<file path="src/rtl/rv32i_pkg.sv">
// Shared pipeline definitions: register-file geometry and scoreboard event types.
package rv32i_pkg;

    localparam int unsigned NUM_ARCH_REGS = 32;
    localparam int unsigned SB_CNT_W      = 2;

    typedef struct packed {
        logic       valid;
        logic [4:0] rd;
    } sb_event_t;

endpackage

</file>
<file path="src/rtl/scoreboard_counter.sv">
// Saturating up/down counter for one register, taking up to two increments and two
// decrements per cycle; the two error flags report any attempted overflow or underflow.
module sb_counter
    import rv32i_pkg::*;
#(
    parameter int unsigned CNT_W = SB_CNT_W
) (
    input  logic       clk,
    input  logic       rst,
    input  logic [1:0] inc_cnt,
    input  logic [1:0] dec_cnt,
    input  logic       clr,
    output logic       nonzero,
    output logic       ovf,
    output logic       unf
);

    // Two guard bits: one for a +2 carry and one as the sign of a -2 result.
    localparam int unsigned SumW = CNT_W + 2;
    localparam logic [SumW-1:0] CntMax = SumW'((1 << CNT_W) - 1);

    logic [CNT_W-1:0] cnt_q, cnt_d;
    logic [SumW-1:0]  sum;

    always_comb begin
        sum = SumW'(cnt_q) + SumW'(inc_cnt) - SumW'(dec_cnt);
        unf = !clr && sum[SumW-1];
        ovf = !clr && !sum[SumW-1] && (sum > CntMax);
        if (clr || unf) begin
            cnt_d = '0;
        end else if (ovf) begin
            cnt_d = CntMax[CNT_W-1:0];
        end else begin
            cnt_d = sum[CNT_W-1:0];
        end
    end

    always_ff @(posedge clk) begin
        if (rst) begin
            cnt_q <= '0;
        end else begin
            cnt_q <= cnt_d;
        end
    end

    assign nonzero = |cnt_q;

endmodule

</file>
<file path="src/rtl/scoreboard.sv">
// Dual-issue register scoreboard: per-register writer and load counters driven by the
// issue, writeback and load-return events, with a sticky counter-error flag.
module scoreboard
    import rv32i_pkg::*;
#(
    parameter int unsigned CNT_W = SB_CNT_W
) (
    input  logic        clk,
    input  logic        rst,
    input  logic        iss0_valid,
    input  logic [4:0]  iss0_rd,
    input  logic        iss0_reg_write,
    input  logic        iss0_is_load,
    input  logic        iss1_valid,
    input  logic [4:0]  iss1_rd,
    input  logic        iss1_reg_write,
    input  logic        iss1_is_load,
    input  logic        wb0_valid,
    input  logic [4:0]  wb0_rd,
    input  logic        wb1_valid,
    input  logic [4:0]  wb1_rd,
    input  logic        ld_done_valid,
    input  logic [4:0]  ld_done_rd,
    input  logic        flush_all,
    output logic [31:0] busy_vec,
    output logic [31:0] load_pending_vec,
    output logic        sb_err
);

    logic [1:0] w_inc [NUM_ARCH_REGS];
    logic [1:0] w_dec [NUM_ARCH_REGS];
    logic [1:0] l_inc [NUM_ARCH_REGS];
    logic [1:0] l_dec [NUM_ARCH_REGS];

    logic       iss0_set, iss1_set;
    logic       wb0_clr, wb1_clr, ld_clr;

    logic [NUM_ARCH_REGS-1:0] w_ovf, w_unf, l_ovf, l_unf;
    logic                     sb_err_q;

    assign iss0_set = iss0_valid && iss0_reg_write && (iss0_rd != 5'd0);
    assign iss1_set = iss1_valid && iss1_reg_write && (iss1_rd != 5'd0);
    assign wb0_clr  = wb0_valid && (wb0_rd != 5'd0);
    assign wb1_clr  = wb1_valid && (wb1_rd != 5'd0);
    assign ld_clr   = ld_done_valid && (ld_done_rd != 5'd0);

    // Events aimed at the same register accumulate, so each counter sees 0..2 per side.
    always_comb begin
        for (int i = 0; i < NUM_ARCH_REGS; i++) begin
            w_inc[i] = '0;
            w_dec[i] = '0;
            l_inc[i] = '0;
            l_dec[i] = '0;
        end
        if (iss0_set) begin
            w_inc[iss0_rd] = w_inc[iss0_rd] + 2'd1;
            if (iss0_is_load) l_inc[iss0_rd] = l_inc[iss0_rd] + 2'd1;
        end
        if (iss1_set) begin
            w_inc[iss1_rd] = w_inc[iss1_rd] + 2'd1;
            if (iss1_is_load) l_inc[iss1_rd] = l_inc[iss1_rd] + 2'd1;
        end
        if (wb0_clr) w_dec[wb0_rd] = w_dec[wb0_rd] + 2'd1;
        if (wb1_clr) w_dec[wb1_rd] = w_dec[wb1_rd] + 2'd1;
        if (ld_clr)  l_dec[ld_done_rd] = l_dec[ld_done_rd] + 2'd1;
    end

    assign busy_vec[0]         = 1'b0;
    assign load_pending_vec[0] = 1'b0;
    assign w_ovf[0]            = 1'b0;
    assign w_unf[0]            = 1'b0;
    assign l_ovf[0]            = 1'b0;
    assign l_unf[0]            = 1'b0;

    for (genvar g = 1; g < NUM_ARCH_REGS; g++) begin : g_reg
        sb_counter #(
            .CNT_W (CNT_W)
        ) u_wcnt (
            .clk     (clk),
            .rst     (rst),
            .inc_cnt (w_inc[g]),
            .dec_cnt (w_dec[g]),
            .clr     (flush_all),
            .nonzero (busy_vec[g]),
            .ovf     (w_ovf[g]),
            .unf     (w_unf[g])
        );

        sb_counter #(
            .CNT_W (CNT_W)
        ) u_lcnt (
            .clk     (clk),
            .rst     (rst),
            .inc_cnt (l_inc[g]),
            .dec_cnt (l_dec[g]),
            .clr     (flush_all),
            .nonzero (load_pending_vec[g]),
            .ovf     (l_ovf[g]),
            .unf     (l_unf[g])
        );
    end

    always_ff @(posedge clk) begin
        if (rst) begin
            sb_err_q <= 1'b0;
        end else if (|{w_ovf, w_unf, l_ovf, l_unf}) begin
            sb_err_q <= 1'b1;
        end
    end

    assign sb_err = sb_err_q;

endmodule

</file>
<file path="config.mk">
export PLATFORM = sky130hd
export DESIGN_NAME = scoreboard
export DESIGN_NICKNAME = d
export VERILOG_FILES = /design/src/rtl/rv32i_pkg.sv /design/src/rtl/scoreboard_counter.sv /design/src/rtl/scoreboard.sv
export SDC_FILE = /design/constraint.sdc
export NUM_CORES = 1
export LEC_CHECK = 0
export ABC_AREA = 1
export CORE_MARGIN = 4
export CORE_UTILIZATION = 65
export DETAILED_ROUTE_END_ITERATION = 16
export HOLD_SLACK_MARGIN = 0.03
export PLACE_DENSITY = 0.95
export SLEW_MARGIN = 20
export SYNTH_ARGS = -nofsm -noshare
export SYNTH_HDL_FRONTEND = slang
export SYNTH_HIERARCHICAL = 1
export SYNTH_SLANG_ARGS = --single-unit
</file>
<file path="constraint.sdc">
create_clock -name clk -period 11.1 [get_ports clk]
set_clock_uncertainty 0.15 [all_clocks]
set_input_delay 2.22 -clock clk [delete_from_list [all_inputs] [get_ports clk]]
set_output_delay 2.22 -clock clk [all_outputs]
set_load 0.02 [all_outputs]
</file>
======== Yosys cells after proc, flatten, opt, wreduce, memory -nomap -nowiden ========
Memories as Yosys holds them, arrays and structs flattened.
Cells that the tools add are included.
word-level totals
  register bits ........................... 125
  bits in read-only memories .............. 192
  input port bits ......................... 37
  output and inout bits ................... 65
  logic and storage cells ................. 828
  memories ................................ 3
cells by class
  add/subtract/negate cells ............... 130
  order comparisons ....................... 72
  muxes and demuxes ....................... 99
  bitwise logic cells ..................... 8
  reductions and logical operators ........ 453
memories
  memory            depth  bits a word  read ports  clocked after memory_dff  wr ports  line              RTL
  (name not given)  32     2            1           0                         0         scoreboard.sv:65  if (ld_clr) l_dec[ld_done_rd] = l_dec[ld_done_rd] + 2'd1;
  (name not given)  32     2            1           0                         0         scoreboard.sv:63  if (wb0_clr) w_dec[wb0_rd] = w_dec[wb0_rd] + 2'd1;
  (name not given)  32     2            1           0                         0         scoreboard.sv:57  if (iss0_is_load) l_inc[iss0_rd] = l_inc[iss0_rd] + 2'd1;
operator list
  cell                                                        count
  two-way mux 62 bit                                          5
  two-way mux 64 bit                                          4
  > comparator 4 x 2 -> 1 bit, second input constant          62
  OR reduction 2 bit                                          124
  subtractor 4 x 2 -> 4 bit                                   62
  logical AND 1 bit                                           198
  bitwise mux 64 bit                                          3
  adder 2 x 2 -> 3 bit                                        62
  two-way mux 2 bit                                           79
  bitwise AND 64 bit                                          2
  OR reduction 124 bit                                        1
  logical NOT 1 bit                                           63
  bitwise AND 62 bit                                          1
  logical OR 1 bit                                            62
  demux 2 bit (select 5 bit)                                  5
  binary-select mux 2 bit (select 5 bit)                      3
  >= comparator 6 bit, second input constant                  5
  less-than comparator 6 x 1 -> 1 bit, second input constant  5
  NOT 5 -> 6 bit                                              5
  nonzero test 5 bit                                          5
  adder 2 x 1 -> 2 bit, second input constant                 6

======== Logic depth before layout (Yosys ltp) ========
  depth after elaboration ................. 21
  mapped depth ............................ 28
  mapped depth without buffers ............ 27

======== By module ========
Netlist, hierarchy kept.
by module, submodules not included
  module      instances  cells an instance  area an instance (µm²)  sequential area each (µm²)
  sb_counter  62         31                 214.0                   40.0
  scoreboard  1          1049               4758.3                  20.0

======== Worst setup path before layout ========
OpenSTA, ideal clock, no wires.
  path type ............................... input-to-reg
  start ................................... in iss0_rd[2]
  end ..................................... reg sb_err_q, in the netlist sb_err
  library setup time ...................... 0.133 ns
  data arrival time ....................... 5.504 ns
  data required time ...................... 10.817 ns
  slack ................................... 5.312 ns
  cell stages on the path ................. 24
  buffers on the path ..................... 2
  path through ............................ buf_2 inv_2 nand3_2 nor2_2 nor2_1 nor2_1 nand3_1 nand3_1 nand2_1 nor2_2 inv_2 buf_2 nor2_1 fa_1 fa_1 nand2_1 nand2_1 inv_1 nor2_1 or2_2 nor3_1 nand4_1 nor2_1 a41oi_1
RTL lines
  element                 line               RTL
  start: declaration      scoreboard.sv:11   input logic [4:0] iss0_rd,
  end signal: assignment  scoreboard.sv:105  sb_err_q <= 1'b0;
  end signal: assignment  scoreboard.sv:107  sb_err_q <= 1'b1;
  end: declaration        scoreboard.sv:39   logic sb_err_q;

==> reports/summary.txt <==
pre-CTS WS: 2750 ps
core area: 27100 um2
Mapped Area: 18000 um2
mux cell area share after synthesis: 0%
final hold viol count: 0
hold-fix buffers at CTS: 0
multi-input logic area: 12600 um2
cell mode on critical path: nand2_1
layout cells sized above 1: 7.14%
Sequential Area: 2500 um2
Die W: 175 um
Worst R2R End: sb_err$_SDFFE_PP0P_
final antenna-violating net count: 0
DR WL/cell: 17.3 um
hpwl dp: 47600 um
Layout fillers: 2137
Initial Util: 66.5%
Final Cycle Share: 73.9%
number of core rows: 60
Power Total: 1810 uW
global-route wire length before repair: 96300 um
cell family with most CP delay: simple AND/OR/NAND/NOR gates
met3 WL: 6890 um
Clock Latency Late Sink: 440 ps
grt ovf: 0
power per cell area: 90.4 nW/um2
setup TNS: 0 ps
area share of fa/ha/maj cells after synthesis: 26.7%
Worst Hold Depth: 5
worst setup margin: 2900 ps
worst slew pin tran: 1260 ps
CTS Buffer Depth: 2
Final Max Tran Viols: 0
largest family of logic cells by synthesized area: simple AND/OR/NAND/NOR gates
Total GRT Usage: 39.3%
post-synthesis compound-gate area fraction: 3.98%
Clk Tree Root Cell: clkbuf_16
Peak Freq: 122 MHz
max layer used: met4
drt via density: 5.56
Slowest Stage Delay on Critical Path: 760 ps
GPL Wtd Cong: 1.05
drt total wl: 60200 um
Cell variety after synth: 39
vias: 19400
R2R Setup Slk: 7630 ps
CP cell instances: clkdlybuf4s50_1 -> nor2_2 -> inv_1 -> nor2_1 -> nand3_1 -> nand2_1 -> nand3_1 -> nand2_1 -> nand2_1 -> nor2_4 -> nand2_2 -> nor2_1 -> fa_1 -> fa_1 -> nand2_1 -> nand2_1 -> inv_1 -> nor2_1 -> nor4_1 -> nand4_1 -> nor2_1 -> a41oi_1
RSZ-0062 raised after global routing: false
Worst Reg-to-Reg Cells: 13
H-tree Lvls: 4
WP data arrival: 8320 ps
DRC: 0
Die Ht: 175 um
run status: complete, no violations
largest net degree at the start of global routing: 74
die area: 30500 um2
io pins: 102
critical-path maximum fanout: 26
hold crit path type: flip-flop to flip-flop
Metal-1 WL: 22700 um
Worst Path Buf+Inv: 3
CTS resizes: 0
Buffers on Ports: 99
hold_sp: g_reg[6].u_lcnt/cnt_q[1]$_SDFF_PP0_
RR Startpoint: g_reg[7].u_lcnt/cnt_q[0]$_SDFF_PP0_
max_slew headroom: 15.4%
Area Overhead vs Synth: 11.2%
Synth Area in XOR/XNOR: 0.146%
YS warnings: 6
final setup vio count: 0
initial antenna violation count: 1
Required @ worst endpoint: 11220 ps
CTS tree: built
vias in the first global route: 19000
DR WL met2: 26800 um
Crit Path Class: input port to flip-flop
critical path startpoint category: input port
Num CTS Buffers: 17
MaxCap Viol Count: 0
number of iterations in the first detailed-routing pass: 12
Worst-path clk slew: 70 ps
mean post-synth cell area: 6.07 um2
# nets final: 3444
Pleak: 0.0107 uW
Synth Register Bits: 125
simple logic cell fraction of the synthesized area: 38.3%
synthesized instance count: 2971
Peak VDD IR: 0.0000822 V
Worst Hold Endpoint: g_reg[6].u_lcnt/cnt_q[0]$_SDFF_PP0_
crit path max-delay cell type: nor2_4
Final Critical Period: 8200 ps
drt initial violations: 2294
Setup Buffers After CTS: 0
crit path capture type: flip-flop
clock sinks: 125
post-synthesis sequential area ratio: 13.9%
-- logic make-up (layout without fill, tap and decap cells) --
family	after synthesis	after routing
simple gates	1605	1605
flops	125	125
xor+xnor	3	3
other cells	1	34
fa+ha+maj	310	310
buf+inv	794	901
compound gates	133	133
-- per-stage QoR --
stage	cells	hold WS, ps	instance area [um2]	utilization, %
floorplan	3003	638	18100	-
global placement	3450	678	19400	71.7
detailed placement	3450	684	19400	71.7
CTS	3482	699	20000	73.9
global route	3482	772	20000	73.9
finish	3483	721	20000	73.9
-- sequential cells by signal (all words and copies together), names as in the netlist --
register,flops
g.u_wcnt/cnt_q,62
g.u_lcnt/cnt_q,62
sb_err,1
-- per-layer routing --
layer	up-vias	global-route usage [%]
met4	0	21.1
met3	332	7.42
met1	8779	49.7
li1	9015	-
met2	1235	64.0
met5	-	0
-- worst max-delay path by stage --
stage                     depth (start not counted)        from                   to
final                                            22  iss0_rd[1]  sb_err$_SDFFE_PP0P_
after global routing                             22  iss0_rd[1]  sb_err$_SDFFE_PP0P_
after CTS                                        22  iss0_rd[1]  sb_err$_SDFFE_PP0P_
after detailed placement                         22  iss0_rd[1]  sb_err$_SDFFE_PP0P_
after global placement                           22  iss0_rd[0]  sb_err$_SDFFE_PP0P_
after floorplan                                  24  iss0_rd[2]  sb_err$_SDFFE_PP0P_
-- synthesized netlist by cell type --
cell type  number  area share (%)
inv_1         751              16
a21oi_1        51             1.4
nor4_1         25            0.87
nand4_1        14            0.49
o211ai_1        1           0.042
a31oi_1         6            0.21
buf_2          16            0.44
clkinv_1        4           0.083
nor2_1        778              16
clkbuf_1        8            0.17
nor2_4          5            0.31
nor3_2          2            0.11
nand2_2        69             2.4
nand3b_1        1           0.042
buf_12          2            0.22
o22ai_1        16            0.56
o21bai_1        1           0.042
nand3_1       126             3.5
conb_1          1           0.021
nand3_2        22             1.2
buf_8           2            0.17
nand2_4         2            0.12
nor3b_1         4            0.17
inv_2           8            0.17
or2_2          64             2.2
o21ai_0        40             1.1
fa_1          124              14
nor2_2          9            0.31
a21boi_0        6            0.25
nand2_1       464             9.7
a41oi_1         1           0.049
dfxtp_1       125              14
or2_1           1           0.035
buf_4           3            0.12
nor3_1         18            0.50
nor2_8          1            0.11
xnor2_1         3            0.15
ha_1          186              13
o21ai_1        11            0.31
-- area by class of cell --
type / instances / area share [%]
Multi-Input combinational cell: 2084 / 62.8
Inverter: 763 / 14.3
Sequential cell: 125 / 12.5
Timing Repair Buffer: 106 / 5.18
Tap cell: 372 / 2.32
Clock buffer: 18 / 2.14
Clock inverter: 14 / 0.799
Antenna cell: 1 / 0.0125
-- power by group --
part           total, uW  internal (uW)  switching, uW
clock                602            336            266
sequential           494            477           16.8
combinational        716            259            456
-- worst reg2reg max path: stages (launching register included) --
cell and delay [ps]:
dfxtp_1 360, inv_1 80, ha_1 280, inv_1 40, ha_1 210, fa_1 400, nand2_1 80, nand2_1 100
inv_1 80, nor2_1 50, nor4_1 690, nand4_1 200, nor2_1 400, a41oi_1 170
-- cell usage in the layout, fill, tap and decap left out, types with 14 or more instances in the layout --
master and n:
nor3_1 18, o21ai_0 40, ha_1 186, nand4_1 14, or2_2 64, fa_1 124, nand3_1 126, clkbuf_16 17
nand2_2 69, nor2_1 778, inv_1 751, nand3_2 22, nand2_1 464, clkdlybuf4s50_1 97, dfxtp_1 125, conb_1 33
o22ai_1 16, a21oi_1 51, nor4_1 25
(Power assumes the default switching activity.)
